<file path="src/rtl/ann_pkg.sv">
// Shared types and constants for the ANN output stage:
// FSM state encoding and seven-segment glyphs.
package ann_pkg;

    localparam int ANN_DATA_W = 16;

    typedef enum logic [1:0] {
        IDLE,
        SCAN,
        DONE
    } state_t;

    // Segment order {dp,g,f,e,d,c,b,a}, active-high
    localparam logic [7:0] SEG_DIGIT [0:9] = '{
        8'h3F, 8'h06, 8'h5B, 8'h4F, 8'h66,
        8'h6D, 8'h7D, 8'h07, 8'h7F, 8'h6F
    };
    localparam logic [7:0] SEG_E     = 8'h79;
    localparam logic [7:0] SEG_BLANK = 8'h00;

endpackage

</file>
<file path="src/rtl/seven_seg_decoder.sv">
// Class index to seven-segment glyph; indices above 9 show 'E'.
// The decimal point flags a negative (low-confidence) winner.
module seven_seg_decoder
    import ann_pkg::*;
(
    input  logic [3:0] digit,
    input  logic       neg,
    output logic [7:0] seg
);

    always_comb begin
        seg = SEG_E;
        if (digit < 4'd10) begin
            seg = SEG_DIGIT[digit];
        end
        seg[7] = neg;
    end

endmodule

</file>
<file path="src/rtl/ann_argmax_display.sv">
// Sequential argmax over the final-layer node outputs, one compare
// per cycle, with the winning class shown on the seven-segment display.
module ann_argmax_display
    import ann_pkg::*;
#(
    parameter int NUM_CLASSES = 10,
    parameter int DATA_W      = ANN_DATA_W
) (
    input  logic              clk,
    input  logic              n_rst,
    input  logic              start,
    input  logic [DATA_W-1:0] node_vals [NUM_CLASSES],
    output logic              busy,
    output logic              result_valid,
    output logic [3:0]        class_idx,
    output logic [DATA_W-1:0] max_val,
    output logic [7:0]        seven_seg
);

    localparam logic [3:0] LAST = 4'(NUM_CLASSES - 1);

    state_t            state;
    state_t            next;
    logic [DATA_W-1:0] shadow [NUM_CLASSES];
    logic [3:0]        scan_idx;
    logic [3:0]        best_idx;
    logic [DATA_W-1:0] best_val;
    logic [7:0]        seg;
    logic              take;

    // Strict compare so ties keep the lower index
    assign take = $signed(shadow[scan_idx]) > $signed(best_val);
    assign busy = (state != IDLE);

    always_ff @(posedge clk) begin
        if (!n_rst) begin
            state <= IDLE;
        end else begin
            state <= next;
        end
    end

    always_comb begin
        next = state;
        case (state)
            IDLE: begin
                if (start) begin
                    next = SCAN;
                end
            end
            SCAN: begin
                if (scan_idx == LAST) begin
                    next = DONE;
                end
            end
            DONE:    next = IDLE;
            default: next = IDLE;
        endcase
    end

    always_ff @(posedge clk) begin
        if (!n_rst) begin
            for (int i = 0; i < NUM_CLASSES; i++) begin
                shadow[i] <= '0;
            end
            scan_idx     <= '0;
            best_idx     <= '0;
            best_val     <= '0;
            result_valid <= 1'b0;
            class_idx    <= '0;
            max_val      <= '0;
            seven_seg    <= SEG_BLANK;
        end else begin
            result_valid <= 1'b0;
            case (state)
                IDLE: begin
                    if (start) begin
                        for (int i = 0; i < NUM_CLASSES; i++) begin
                            shadow[i] <= node_vals[i];
                        end
                        best_idx <= '0;
                        best_val <= node_vals[0];
                        scan_idx <= 4'd1;
                    end
                end
                SCAN: begin
                    if (take) begin
                        best_idx <= scan_idx;
                        best_val <= shadow[scan_idx];
                    end
                    scan_idx <= scan_idx + 4'd1;
                end
                DONE: begin
                    class_idx    <= best_idx;
                    max_val      <= best_val;
                    seven_seg    <= seg;
                    result_valid <= 1'b1;
                end
                default: ;
            endcase
        end
    end

    seven_seg_decoder u_dec (
        .digit (best_idx),
        .neg   (best_val[DATA_W-1]),
        .seg   (seg)
    );

endmodule

</file>
<file path="config.mk">
export PLATFORM = sky130hd
export DESIGN_NAME = ann_argmax_display
export DESIGN_NICKNAME = d
export VERILOG_FILES = /design/src/rtl/ann_pkg.sv /design/src/rtl/seven_seg_decoder.sv /design/src/rtl/ann_argmax_display.sv
export SDC_FILE = /design/constraint.sdc
export NUM_CORES = 1
export LEC_CHECK = 0
export BUFFER_PORTS_ARGS = -buffer_cell sky130_fd_sc_hd__buf_2
export CAP_MARGIN = 20
export CELL_PAD_IN_SITES_DETAIL_PLACEMENT = 2
export CELL_PAD_IN_SITES_GLOBAL_PLACEMENT = 2
export CORE_MARGIN = 2
export CORE_UTILIZATION = 34
export CTS_CLUSTER_DIAMETER = 200
export CTS_CLUSTER_SIZE = 24
export DETAILED_ROUTE_END_ITERATION = 16
export PLACE_DENSITY_LB_ADDON = 0.1
export SYNTH_ARGS = -nofsm -noshare
export SYNTH_HDL_FRONTEND = slang
export SYNTH_SLANG_ARGS = --single-unit
</file>
<file path="constraint.sdc">
create_clock -name clk -period 5.2 [get_ports clk]
set_input_delay 1.04 -clock clk [delete_from_list [all_inputs] [get_ports clk]]
set_output_delay 1.04 -clock clk [all_outputs]
set_load 0.02 [all_outputs]
</file>
# Word level (Yosys, flattened, before mapping)
# Memories as Yosys holds them, arrays and structs flattened. A register that Yosys moved wholly into a read port is not among the register bits.
# Index checks and enable logic that the tools add are counted.
# Widths: inputs -> output; s select.
# word_totals
latchBits	0
rom_bits	128
in_bits	163
wordCells	69
n_memories	2
regBits	55
mem_bits_rw	160
# op_classes
n_reduce_logical	6
eq_ne	6
bitwise_logic	11
n_shift	0
n_lt_le_gt_ge	3
multipliers	0
n_mux	32
n_div	0
n_addsub	1
# memory_table
memory	words	width	rd	rd_ports_with_merged_regs	wr	line	text
shadow	10	16	1	1	10	ann_argmax_display.sv:24	logic [DATA_W-1:0] shadow [NUM_CLASSES];
(no name shown)	16	8	1	0	0	seven_seg_decoder.sv:14	seg = SEG_DIGIT[digit];
# ops
cell	n
$mux 16	12
$pmux 16 s2	1
$mux 7	3
$mux 4	5
$gt 16x16->1	1
$pmux 4 s2	2
$or 1x1->1	10
$mux 1	6
$ne 2x2->1 const B	3
$ge 5x5->1 const B	1
$not 4->5	1
$add 4x1->4 const B	1
$eq 4x4->1 const B	1
$lt 4x4->1 const B	1
$mux 2	2
$pmux 2 s2	1
$reduce_and 2->1	2
$reduce_bool 2->1	2
$reduce_and 3->1	1
$eq 2x1->1 const B	1
$eq 2x2->1 const B	1
$logic_not 2->1	1

# Logic depth before layout (Yosys ltp)
# depth
word_depth	5
depth_mapped	14
ltp_nobuf	11

# Cells and area by module
# From an unflattened synthesis, not the netlist that was laid out.
# hier_totals
cells_unflattened	811
hier_area_um2	10346.2
# by_module_without_submodules
mod	area_per_inst_um2	cells_each	seq_area_each_um2	instances
ann_argmax_display	10109.7	782	5985.7	1
seven_seg_decoder	236.5	29	0.0	1

# Worst setup path before layout
# OpenSTA, ideal clock, no wires.
# synth_path
path_kind	in2reg
startpoint	in n_rst
endpoint	mem shadow[0][0] (netlist bit), enable pin
slack_ns	-0.287
setup_time_ns	1.336
cell_stages	3
n_path_buf	2
arrival_time_ns	4.150
path_cell_list	clkbuf_1 > clkbuf_1 > nand2_1
# synth_rtl
element	line	text
start: declaration	ann_argmax_display.sv:10	input logic n_rst,
end: declaration	ann_argmax_display.sv:24	

==> flow_metrics.tcl <==
set metrics [dict create \
    outcome "finished clean" \
    htreeDepth 1 \
    grtUsageTotal 0.195 \
    root_buffer "clkbuf_16" \
    initial_core_util 0.343 \
    antenna_left 0 \
    layout.cells.most_common "buf_2" \
    synth.yosys.warnings 0 \
    hold_slack_ps 469 \
    clockBufferDepth 3 \
    tightest_slew_ps 1070 \
    maxSlewHeadroom 0.285 \
    portBuffers 192 \
    drv_slew 0 \
    maxCapViolCount 0 \
    num_vias 6942 \
    place_congestion 0.915 \
    synthFlopType "edfxtp_1" \
    use_met1 0.248 \
    dp_slack_ps 666 \
    synth-seq-cells 218 \
    hold_viol 0 \
    startpoint_type "flop" \
    antennaDiodeCount 0 \
    path_clk_slew_ps 100 \
    cts.sinks 218 \
    wl_per_cell_um 22.6 \
    synth.cell_area_mm2 0.0101 \
    synth_nets 975 \
    ff_latch_area_mm2 0.00597 \
    crit_type "reg2reg" \
    die_x_um 176 \
    max_freq_mhz 222 \
    grt_start_max_net_pins 160 \
    multi_input_area_mm2 0.00376 \
    setup_slack_ps 687 \
    row_count 63 \
    drt_iter0_drc 417 \
    nets 1123 \
    dieArea_mm2 0.0311 \
    yosys.area.top_type "edfxtp_1" \
    synth-edff-count 160 \
    synthTopCellsByArea "edfxtp_1 48%, dfxtp_1 12%, and3_1 10%" \
    path_max_fanout 34 \
    coreArea_mm2 0.0294 \
    layout_common_cells "191 x buf_2, 161 x and3_1, 160 x edfxtp_1" \
    postSynthAreaPerCell_um2 12.8 \
    met3_usage 0.0243 \
    post_cts_buffers 0 \
    fill_cells 3047 \
    setup_viol 0 \
    p_leak_nw 5.13 \
    cts_tree "done" \
    powerDensity_mw_per_mm2 317 \
    total_power_w 0.00375 \
    cp.arrival_ps 4840 \
    syn_to_final_growth_pct 17.1 \
    dr.pass1.iters 4 \
    synth_top_area_frac 0.476 \
    drc 0 \
    required_ps 5530 \
    layout-drive-gt1-share 0.291 \
    min_path_type "reg2reg" \
    drt-total-wl_um 30100 \
    grt-ovfl-total 0 \
    grt_setup_unrepaired "false" \
    met2_usage 0.347 \
    antenna_found_initial 0 \
    ios 193 \
    seq_area_frac_synth 0.591 \
    crit_path_end_kind "flop" \
    finClkSkew_ps 22.7 \
    avgViaCountPerCell 5.21 \
    cts_resized 0 \
    ir_drop_uv 159 \
    hpwlAfterDp_um 22100 \
    clock_latency_ps 490 \
    synthArstFlopShare 0 \
    fin_tns_setup_ps 0 \
    top_usage_layer "met2" \
    ys_types 43 \
    finalCritPeriodShare 0.868 \
    die_h_um 176 \
    cts_hold_buffers 0 \
    period_minus_slack_ps 4510 \
    numCtsBuffers 13 \
    grt_pass1_vias 7609 \
    grt_pass1_wl_um 45900 \
    synthCells 788 \
]
[routing by layer]
metal / part of all wire / routed length, um
met3: 0.035 / 1050
met5: 0 / 0
met2: 0.51 / 15300
met1: 0.43 / 12900
met4: 0.029 / 858
[state kept, by name, indices dropped and copies added (netlist names), named ones only]
| register | cells |
|---|---|
| class_idx | 4 |
| best_idx | 4 |
| best_val | 16 |
| state | 2 |
| seven_seg | 7 |
| max_val | 16 |
| shadow | 160 |
| result_valid | 1 |
| scan_idx | 4 |
[logic make-up (layout without fill, tap and decap cells)]
| kind of cell | count (synthesis) | after routing | share of synthesized area |
|---|---|---|---|
| adder cells (fa/ha/maj) | 24 | 24 | 0.0298 |
| buffers and inverters | 93 | 248 | 0.0382 |
| AO/OA/AOI/OAI | 120 | 120 | 0.0852 |
| flip-flops | 218 | 218 | 0.591 |
| AND/OR/NAND/NOR | 267 | 267 | 0.150 |
| multiplexers | 66 | 66 | 0.105 |
[worst max-delay path, cell delays in order (launching register included)]
cell and delay (ps):
dfxtp_4 810, mux4_2 590, nor2b_1 150, a211oi_1 340, a21oi_1 110, ha_1 330
nand4_1 150, o21bai_1 150, a311o_1 420, a31oi_4 450, or2_1 630, a21oi_1 180
[where the power goes]
| part | internal (W) | total (W) | switching, W |
|---|---|---|---|
| Sequential | 0.00200 | 0.00209 | 0.0000830 |
| Clock | 0.000488 | 0.00108 | 0.000593 |
| Combinational | 0.000251 | 0.000578 | 0.000327 |
[metrics by stage]
stage / utilization / instance area, um^2 / instances
after CTS: 0.400 / 11700 / 1330
after global placement: 0.385 / 11300 / 1307
after floorplan: - / 10100 / 788
after global routing: 0.402 / 11800 / 1333
final: 0.402 / 11800 / 1333
after detailed placement: 0.386 / 11400 / 1308
[cells in the mapped netlist, types with 21 or more instances]
cell	n
ha_1	24
dfxtp_1	58
inv_1	21
a21oi_1	33
edfxtp_1	160
nand2_1	49
clkbuf_1	59
mux2i_1	33
nor2b_1	21
a21boi_0	21
mux4_2	32
and3_1	161
[final timing paths]
check	from	endpoint	slack (ps)	cells past startpoint
worst max-delay path	flop	best_val[9]	690	11
worst min-delay path	max_val[11]	max_val[11]	470	2
worst max register to register	flop	best_val[9]	690	11
worst min register to register	max_val[11]	max_val[11]	470	2
[area by class of cell]
| type | count | area share |
|---|---|---|
| multi-input cells | 477 | 0.318 |
| flip-flops and latches | 218 | 0.505 |
| clock inverters | 2 | 0.00328 |
| inverters | 21 | 0.00667 |
| well taps | 390 | 0.0413 |
| repair buffers | 205 | 0.0955 |
| clock buffers | 20 | 0.0297 |
Power figures use the tool's default switching activity.
